**src/rtl/fft_reorder_8point.sv**
```systemverilog
// Ping-pong reorder buffer: takes 8-sample FFT frames in bit-reversed order and
// replays each one in natural order (X0..X7) over a ready/valid interface.
module fft_reorder_8point #(
    parameter int n = 8
) (
    input  logic         clk,
    input  logic         clear,
    input  logic         in_valid,
    output logic         in_ready,
    input  logic [n-1:0] in_data,
    input  logic         in_sync,
    output logic         out_valid,
    input  logic         out_ready,
    output logic [n-1:0] out_data,
    output logic [2:0]   out_index,
    output logic         out_last,
    output logic         frame_err
);

    logic [1:0][7:0][n-1:0] mem_q, mem_d;
    logic [1:0]             full_q, full_d;
    logic                   wr_bank_q, wr_bank_d;
    logic [2:0]             wr_cnt_q, wr_cnt_d;
    logic                   rd_bank_q, rd_bank_d;
    logic [2:0]             rd_cnt_q, rd_cnt_d;
    logic                   frame_err_q, frame_err_d;

    logic                   wr_acc;
    logic                   rd_acc;
    logic [2:0]             wr_addr;

    assign in_ready  = ~full_q[wr_bank_q];
    assign out_valid = full_q[rd_bank_q];
    assign out_data  = mem_q[rd_bank_q][rd_cnt_q];
    assign out_index = rd_cnt_q;
    assign out_last  = out_valid & (rd_cnt_q == 3'd7);
    assign frame_err = frame_err_q;

    assign wr_acc  = in_valid & in_ready;
    assign rd_acc  = out_valid & out_ready;
    assign wr_addr = {wr_cnt_q[0], wr_cnt_q[1], wr_cnt_q[2]};

    always_comb begin
        mem_d       = mem_q;
        full_d      = full_q;
        wr_bank_d   = wr_bank_q;
        wr_cnt_d    = wr_cnt_q;
        rd_bank_d   = rd_bank_q;
        rd_cnt_d    = rd_cnt_q;
        frame_err_d = 1'b0;

        // A mid-frame sync restarts the frame in place: the sync sample becomes sample 0.
        if (wr_acc) begin
            if (in_sync && (wr_cnt_q != 3'd0)) begin
                mem_d[wr_bank_q][3'd0] = in_data;
                wr_cnt_d               = 3'd1;
                frame_err_d            = 1'b1;
            end else begin
                mem_d[wr_bank_q][wr_addr] = in_data;
                wr_cnt_d                  = wr_cnt_q + 3'd1;
                if (wr_cnt_q == 3'd7) begin
                    full_d[wr_bank_q] = 1'b1;
                    wr_bank_d         = ~wr_bank_q;
                end
            end
        end

        // Write and read never touch the same full flag in one cycle: a bank is
        // written only while empty and read only while full.
        if (rd_acc) begin
            rd_cnt_d = rd_cnt_q + 3'd1;
            if (rd_cnt_q == 3'd7) begin
                full_d[rd_bank_q] = 1'b0;
                rd_bank_d         = ~rd_bank_q;
            end
        end
    end

    always_ff @(posedge clk or negedge clear) begin
        if (!clear) begin
            mem_q       <= '0;
            full_q      <= '0;
            wr_bank_q   <= 1'b0;
            wr_cnt_q    <= 3'd0;
            rd_bank_q   <= 1'b0;
            rd_cnt_q    <= 3'd0;
            frame_err_q <= 1'b0;
        end else begin
            mem_q       <= mem_d;
            full_q      <= full_d;
            wr_bank_q   <= wr_bank_d;
            wr_cnt_q    <= wr_cnt_d;
            rd_bank_q   <= rd_bank_d;
            rd_cnt_q    <= rd_cnt_d;
            frame_err_q <= frame_err_d;
        end
    end

endmodule
```
**config.mk**
```make
export PLATFORM = sky130hd
export DESIGN_NAME = fft_reorder_8point
export DESIGN_NICKNAME = d
export VERILOG_FILES = /design/src/rtl/fft_reorder_8point.sv
export SDC_FILE = /design/constraint.sdc
export NUM_CORES = 1
export LEC_CHECK = 0
export CAP_MARGIN = 20
export CORE_MARGIN = 2
export CORE_UTILIZATION = 32
export DETAILED_ROUTE_END_ITERATION = 6
export HOLD_SLACK_MARGIN = 0.15
export PLACE_DENSITY = 0.58
export SETUP_SLACK_MARGIN = 0.02
export SKIP_CTS_REPAIR_TIMING = 1
export SYNTH_ARGS = -nofsm -noshare
export SYNTH_HDL_FRONTEND = slang
export SYNTH_SLANG_ARGS = --single-unit
```
**constraint.sdc**
```tcl
create_clock -name clk -period 1.6 [get_ports clk]
set_input_delay 0.24 -clock clk [delete_from_list [all_inputs] [get_ports clk]]
set_output_delay 0.24 -clock clk [all_outputs]
set_load 0.05 [all_outputs]
```
==> key figures, run 1 <==
Routing
  • Final WL: 17,790 µm
  • DR iter-0 viols: 177
  • Length of the first detailed-routing pass in iterations: 4
  • Via density: 4.983
  • Routed Antenna Nets: 0
  • Vias: 4,071
  • Routed WL per cell: 21.77 µm
  • DRC viols: 0

STA
  • Worst slew pin tran: 0.6754 ns
  • Worst setup margin: -0.7891 ns
  • Setup Skew: 0.008397 ns
  • Final hold violation count: 0
  • Slew margin rel.: 0.5497
  • Max Fclk: 418.6 MHz
  • Max Slew Vio Count: 0
  • Final min period: 2.389 ns
  • Final period util: 1.493
  • Worst hold slack: 0.2741 ns
  • Final setup viols: 113
  • RSZ-0062 raised after global routing: true

Floorplan
  • Full die area: 21,710 µm²
  • # rows: 52
  • Die Width: 147.4 µm
  • Core footprint: 20,170 µm²
  • Ports: 28
  • Die height: 147.4 µm
  • Initial Util: 0.3261

Yosys
  • Mux share of post-synthesis cell area: 0.3402
  • Yosys cell types: 40
  • Syn Std Cell Area: 6576 µm²
  • Synth Net Count: 437
  • Yosys top cell area share: 0.5289
  • Largest family of logic cells by synthesized area: multiplexers
  • Compound-Gate Fraction of Synth Area: 0.04262
  • Synth warn: 0
  • Asr flop ratio synth: 1.000
  • Synth Area in Adders: 0.01522
  • Synth Register Bits: 139
  • Mapped Cells: 416
  • Area contributors post-synth: dfrtp_1, mux2_2, mux4_2
  • Commonest cells post-synth: dfrtp_1, mux2_2, mux4_2
  • Top-count cell post-synth: dfrtp_1
  • Largest area contributor in the netlist: dfrtp_1
  • Sequential fraction of the synthesis area: 0.5289
  • Post-synth EDFFs: 0
  • Mean Syn Cell Area: 15.81 µm²
  • Prevailing post-synth register cell: dfrtp_1
  • Synth Area in XOR/XNOR: 0.001332
  • Simple-Gate Fraction of Synth Area: 0.05061

GRT
  • Global-route track usage on met3: 0.03168
  • First-pass GRT wire length: 26,160 µm
  • Overflow left after global routing: 0
  • Global-route total usage across every layer: 0.1627
  • Grt peak-use layer: met2
  • Number of global-route vias before repair: 4,383
  • Largest net degree at the start of global routing: 41
  • Met1 GRT Util: 0.2074
  • Met2 Use GR: 0.2783
  • Initial antenna violation count: 0

Power
  • VDD IR max: 1.053 mV
  • Logic pwr share: 0.505
  • Clock power frac: 0.200
  • Leakage: 0.004331 µW
  • Int Pwr: 12,820 µW
  • Power Dens Cells: 2080 nW/µm²
  • NetSw: 6853 µW
  • Switching share of power: 0.3483
  • Sequential share of power: 0.295

Critical path
  • CP peak stage delay: 0.57 ns
  • Most common cell on crit path: buf_6
  • WP buf/inv: 3
  • CP Data Arrival Time: 2.15 ns
  • FF-to-FF setup slack: -0.16 ns
  • Critical path type: reg -> out
  • Critical path capture point type: primary output
  • R2r startpoint: wr_cnt_q[0]
  • CP required: 1.36 ns
  • Setup crit start kind: flip-flop
  • Crit Path Max Fanout: 8
  • Worst path slowest cell: mux4_2
  • FF-to-FF End: mem_q[56]
  • Crit-path cells: buf_6 > buf_12 > mux4_2 > a22oi_2 > nand2_4 > buf_6
  • Worst r2r path cells: 7
  • Top delay family on crit path: multiplexers

CTS
  • Root buf cell: clkbuf_16
  • CTS H-tree lvls: 4
  • Worst-Skew Late Latency: 0.43 ns
  • CTS max path bufs: 2
  • CTS buffer count: 17
  • CTS tree: yes
  • Clk pin slew, worst setup/hold paths: 0.06 ns
  • Sink Count: 139

Cells and area
  • # nets final: 555
  • Share of cells above drive strength 1: 0.6856
  • Area Growth Syn to Fin: 43.87%
  • # fillers: 1,753
  • Fin cells: 817
  • ANT cells: 0

Run status
  • Status: finished with violations
  • Failing checks: negative setup slack

Placed design
  • Gpl congestion: 0.7543
  • DP HPWL: 11,500 µm
  • IO Port Bufs: 27
  • # placed instances: 758
  • Post-Place Setup Slack: -0.5165 ns

Worst hold path
  • Hold Path Class: in -> async

Flow run
  • Max-cap viol count: 0
[layout make-up]
cell class | count | area [µm²] | share of cell area
inverter | 6 | 25.02 | 0.002645
tap | 270 | 337.8 | 0.03570
clock buffer | 22 | 474.2 | 0.05012
sequential | 139 | 3486 | 0.3684
timing repair buffer | 124 | 1400 | 0.1480
clock inverter | 10 | 115.1 | 0.01217
multi-input combinational | 246 | 3623 | 0.3830
[worst register-to-register path, stage by stage, from the launching register on]
cell and delay, ns:
dfrtp_1 0.38, inv_2 0.07, ha_4 0.16, nor2b_4 0.12
buf_6 0.14, o211ai_4 0.27, clkbuf_16 0.21, mux2_4 0.30
[cells by family (layout without fill, tap and decap cells)]
family          Yosys count  in the layout
mux                     167            167
flops                   139            139
simple gates             39             39
compound gates           31             31
buf+inv                  31            162
fa+ha+maj                 8              8
xor+xnor                  1              1
[power groups by stage]
| stage | clock network (µW) | logic [µW] | registers [µW] |
|---|---|---|---|
| global route | 4160 | 10400 | 5970 |
| detailed placement | 0 | 8740 | 5800 |
| floorplan | 0 | 5870 | 5690 |
| CTS | 3970 | 8770 | 5760 |
| finish | 3930 | 9950 | 5800 |
| global placement | 0 | 8580 | 5690 |
[registers in the layout, summed over array words and instances, names as in the netlist]
| name | count |
|---|---|
| mem_q | 128 |
| rd_bank_q | 1 |
| frame_err | 1 |
| wr_bank_q | 1 |
| out_index | 3 |
| wr_cnt_q | 3 |
| full_q | 2 |
[metal layers]
| metal | vias to the layer above | part of all wire |
|---|---|---|
| met4 | 0 | 0.014 |
| met5 | - | 0 |
| met2 | 59 | 0.52 |
| met1 | 2197 | 0.45 |
| li1 | 1793 | - |
| met3 | 22 | 0.020 |
[cell usage in the layout, fill, tap and decap left out, drive strengths merged]
| cell type | instances |
|---|---|
| a31oi | 1 |
| dfrtp | 139 |
| ha | 8 |
| nand4 | 4 |
| clkbuf | 24 |
| and4bb | 1 |
| nand2 | 12 |
| a22oi | 16 |
| a211oi | 2 |
| nor2 | 2 |
| o211ai | 2 |
| clkinvlp | 3 |
| and2 | 2 |
| nor3 | 1 |
| nand2b | 2 |
| nand4b | 1 |
| nand3 | 4 |
| clkinv | 4 |
| nand3b | 1 |
| a41oi | 1 |
| xnor2 | 1 |
| o2111ai | 1 |
| mux2 | 132 |
| buf | 110 |
| nor3b | 4 |
| a21bo | 1 |
| a21oi | 2 |
| dlymetal6s2s | 1 |
| a21o | 2 |
| o21ai | 3 |
| bufinv | 2 |
| dlygate4sd3 | 1 |
| inv | 7 |
| mux2i | 3 |
| mux4 | 32 |
| nor2b | 5 |
| clkdlybuf4s50 | 10 |
[worst max-delay path by stage]
stage	start	end	slack [ns]	cells past startpoint
finish	rd_bank_q	out_data[2]	-0.79	6
global placement	out_index[1]	out_data[0]	-0.53	4
global route	rd_bank_q	out_data[2]	-0.84	6
detailed placement	in_valid	mem_q[15]	-0.52	4
CTS	rd_bank_q	out_data[1]	-0.83	5
floorplan	out_index[0]	out_data[0]	-0.17	5
[metrics by stage]
step | cell area (µm²) | power (µW) | TNS (ns) | utilization
2_1_floorplan | 7036 | 11560 | -7.550 | -
3_3_place_gp | 8179 | 14270 | -52.79 | 0.4055
6_report | 9462 | 19680 | -13.06 | 0.4691
5_1_grt | 9462 | 20550 | -18.43 | 0.4691
3_5_place_dp | 8190 | 14530 | -55.00 | 0.4061
4_1_cts | 8780 | 18500 | -23.98 | 0.4353
No activity file was read; power rests on OpenSTA's default activity.
==> run 2: changes to the inputs <==
--- a/config.mk
+++ b/config.mk
@@ -5,7 +5,7 @@
 export SDC_FILE = /design/constraint.sdc
 export NUM_CORES = 1
 export LEC_CHECK = 0
-export CAP_MARGIN = 20
+export ABC_CLOCK_PERIOD_IN_PS = 1600
 export CORE_MARGIN = 2
 export CORE_UTILIZATION = 32
 export DETAILED_ROUTE_END_ITERATION = 6
==> key figures, run 2 (synthesis results as in run 1) <==
Routing
  • Vias: 3,990
  • Via density: 4.908
  • DR iter-0 viols: 155
  • Final WL: 17,650 µm
  • Length of the first detailed-routing pass in iterations: 6
  • DRC viols: 0
  • Routed Antenna Nets: 0
  • Routed WL per cell: 21.71 µm

CTS
  • Worst-Skew Late Latency: 0.43 ns
  • CTS max path bufs: 2
  • Root buf cell: clkbuf_16
  • Sink Count: 139
  • CTS H-tree lvls: 4
  • Clk pin slew, worst setup/hold paths: 0.06 ns
  • CTS tree: yes
  • CTS buffer count: 17

Power
  • Clock power frac: 0.196
  • Sequential share of power: 0.298
  • NetSw: 6818 µW
  • VDD IR max: 1.011 mV
  • Pwr Total: 19,480 µW
  • Leakage: 0.004268 µW
  • Power Dens Cells: 2075 nW/µm²
  • Switching share of power: 0.3500
  • Int Pwr: 12,660 µW
  • Logic pwr share: 0.507

Critical path
  • R2r startpoint: wr_cnt_q[1]
  • Crit-path cells: buf_12 > buf_12 > mux4_2 > a22oi_2 > nand2_4 > buf_8
  • Worst r2r path cells: 7
  • Critical path type: reg -> out
  • Crit path from: rd_bank_q
  • CP Data Arrival Time: 2.17 ns
  • FF-to-FF End: mem_q[119]
  • Setup crit start kind: flip-flop
  • Worst path slowest cell: mux4_2
  • Critical path capture point type: primary output
  • CP required: 1.36 ns
  • CP peak stage delay: 0.57 ns
  • FF-to-FF setup slack: -0.13 ns
  • Most common cell on crit path: buf_12
  • Crit Path Max Fanout: 8

GRT
  • Global-route total usage across every layer: 0.1648
  • Number of global-route vias before repair: 4,369
  • First-pass GRT wire length: 26,410 µm
  • Overflow left after global routing: 0
  • Largest net degree at the start of global routing: 41
  • Initial antenna violation count: 0

Floorplan
  • Initial Util: 0.3261
  • Full die area: 21,710 µm²
  • Die Width: 147.4 µm
  • Ports: 28
  • Core footprint: 20,170 µm²
  • Die height: 147.4 µm
  • # rows: 52

STA
  • Max Fclk: 415.6 MHz
  • Final hold violation count: 0
  • Final min period: 2.406 ns
  • Slew margin rel.: 0.4797
  • Max Slew Vio Count: 0
  • Worst slew pin tran: 0.7770 ns
  • Worst setup margin: -0.8064 ns
  • Final period util: 1.504
  • Setup Skew: 0.01276 ns
  • Worst hold slack: 0.2648 ns
  • Final setup viols: 95
  • RSZ-0062 raised after global routing: true

Cells and area
  • Most frequent cells in the layout: dfrtp_1, mux2_4, buf_4, mux2_2, mux4_2
  • Fin cells: 813
  • Share of cells above drive strength 1: 0.6851
  • Commonest non-fill, non-tap cell in the layout: dfrtp_1
  • # nets final: 551
  • Area Growth Syn to Fin: 42.75%
  • Flip-flop count of the largest register after layout: 128
  • ANT cells: 0
  • Largest Register: mem_q

Run status
  • Failing checks: negative setup slack
  • Status: finished with violations

Placed design
  • Gpl congestion: 0.7543
  • DP HPWL: 11,500 µm
  • # placed instances: 757
  • IO Port Bufs: 27

Flow run
  • Max-cap viol count: 0

Worst hold path
  • Hold Path Class: in -> async
==> run 2: cell count changes in the layout (fill, tap and decap cells not counted), sizes merged <==
cell and delta:
buf -4, bufinv -1, clkinvlp +1
==> run 2: area by class of cell <==
type,count,area [µm²]
tap,270,337.8
sequential,139,3486
multi-input combinational,246,3593
clock inverter,10,88.84
inverter,6,22.52
timing repair buffer,120,1375
clock buffer,22,484.2
fill,1770,10780
==> run 2: power by group through the flow <==
stage,sequential (µW),clock [µW],combinational (µW)
2_1_floorplan,5690,0,5870
3_3_place_gp,5690,0,8580
3_5_place_dp,5800,0,8720
4_1_cts,5760,3870,8750
5_1_grt,5980,4050,10400
6_report,5800,3810,9870
==> run 2: per-layer routing <==
layer,global-route usage,wire (µm)
met1,0.2136,7833
met2,0.2776,9049
met3,0.03292,499
met4,0.05481,267
met5,0,0
==> run 2: metrics by stage <==
stage | utilization | setup slack, ns | instance area (µm²) | TNS (ns)
floorplan | - | -0.1689 | 7036 | -7.550
global placement | 0.4055 | -0.5336 | 8179 | -52.79
detailed placement | 0.4055 | -0.5703 | 8179 | -57.02
CTS | 0.4339 | -1.067 | 8752 | -26.21
global route | 0.4654 | -0.8669 | 9388 | -17.67
finish | 0.4654 | -0.8064 | 9388 | -12.74
==> run 2: worst max-delay path: cells and delay by family (launching register included) <==
kind | cells | cell delay (ns)
AO/OA/AOI/OAI | 1 | 0.27
buffers and inverters | 3 | 0.42
flip-flops | 1 | 0.41
multiplexers | 1 | 0.57
AND/OR/NAND/NOR | 1 | 0.07
==> run 2: worst max path at each step <==
stage,to,depth (start not counted)
after floorplan,out_data[0],5
after global placement,out_data[0],4
after detailed placement,out_data[2],4
after CTS,out_data[2],4
after global routing,out_data[2],6
final,out_data[2],6
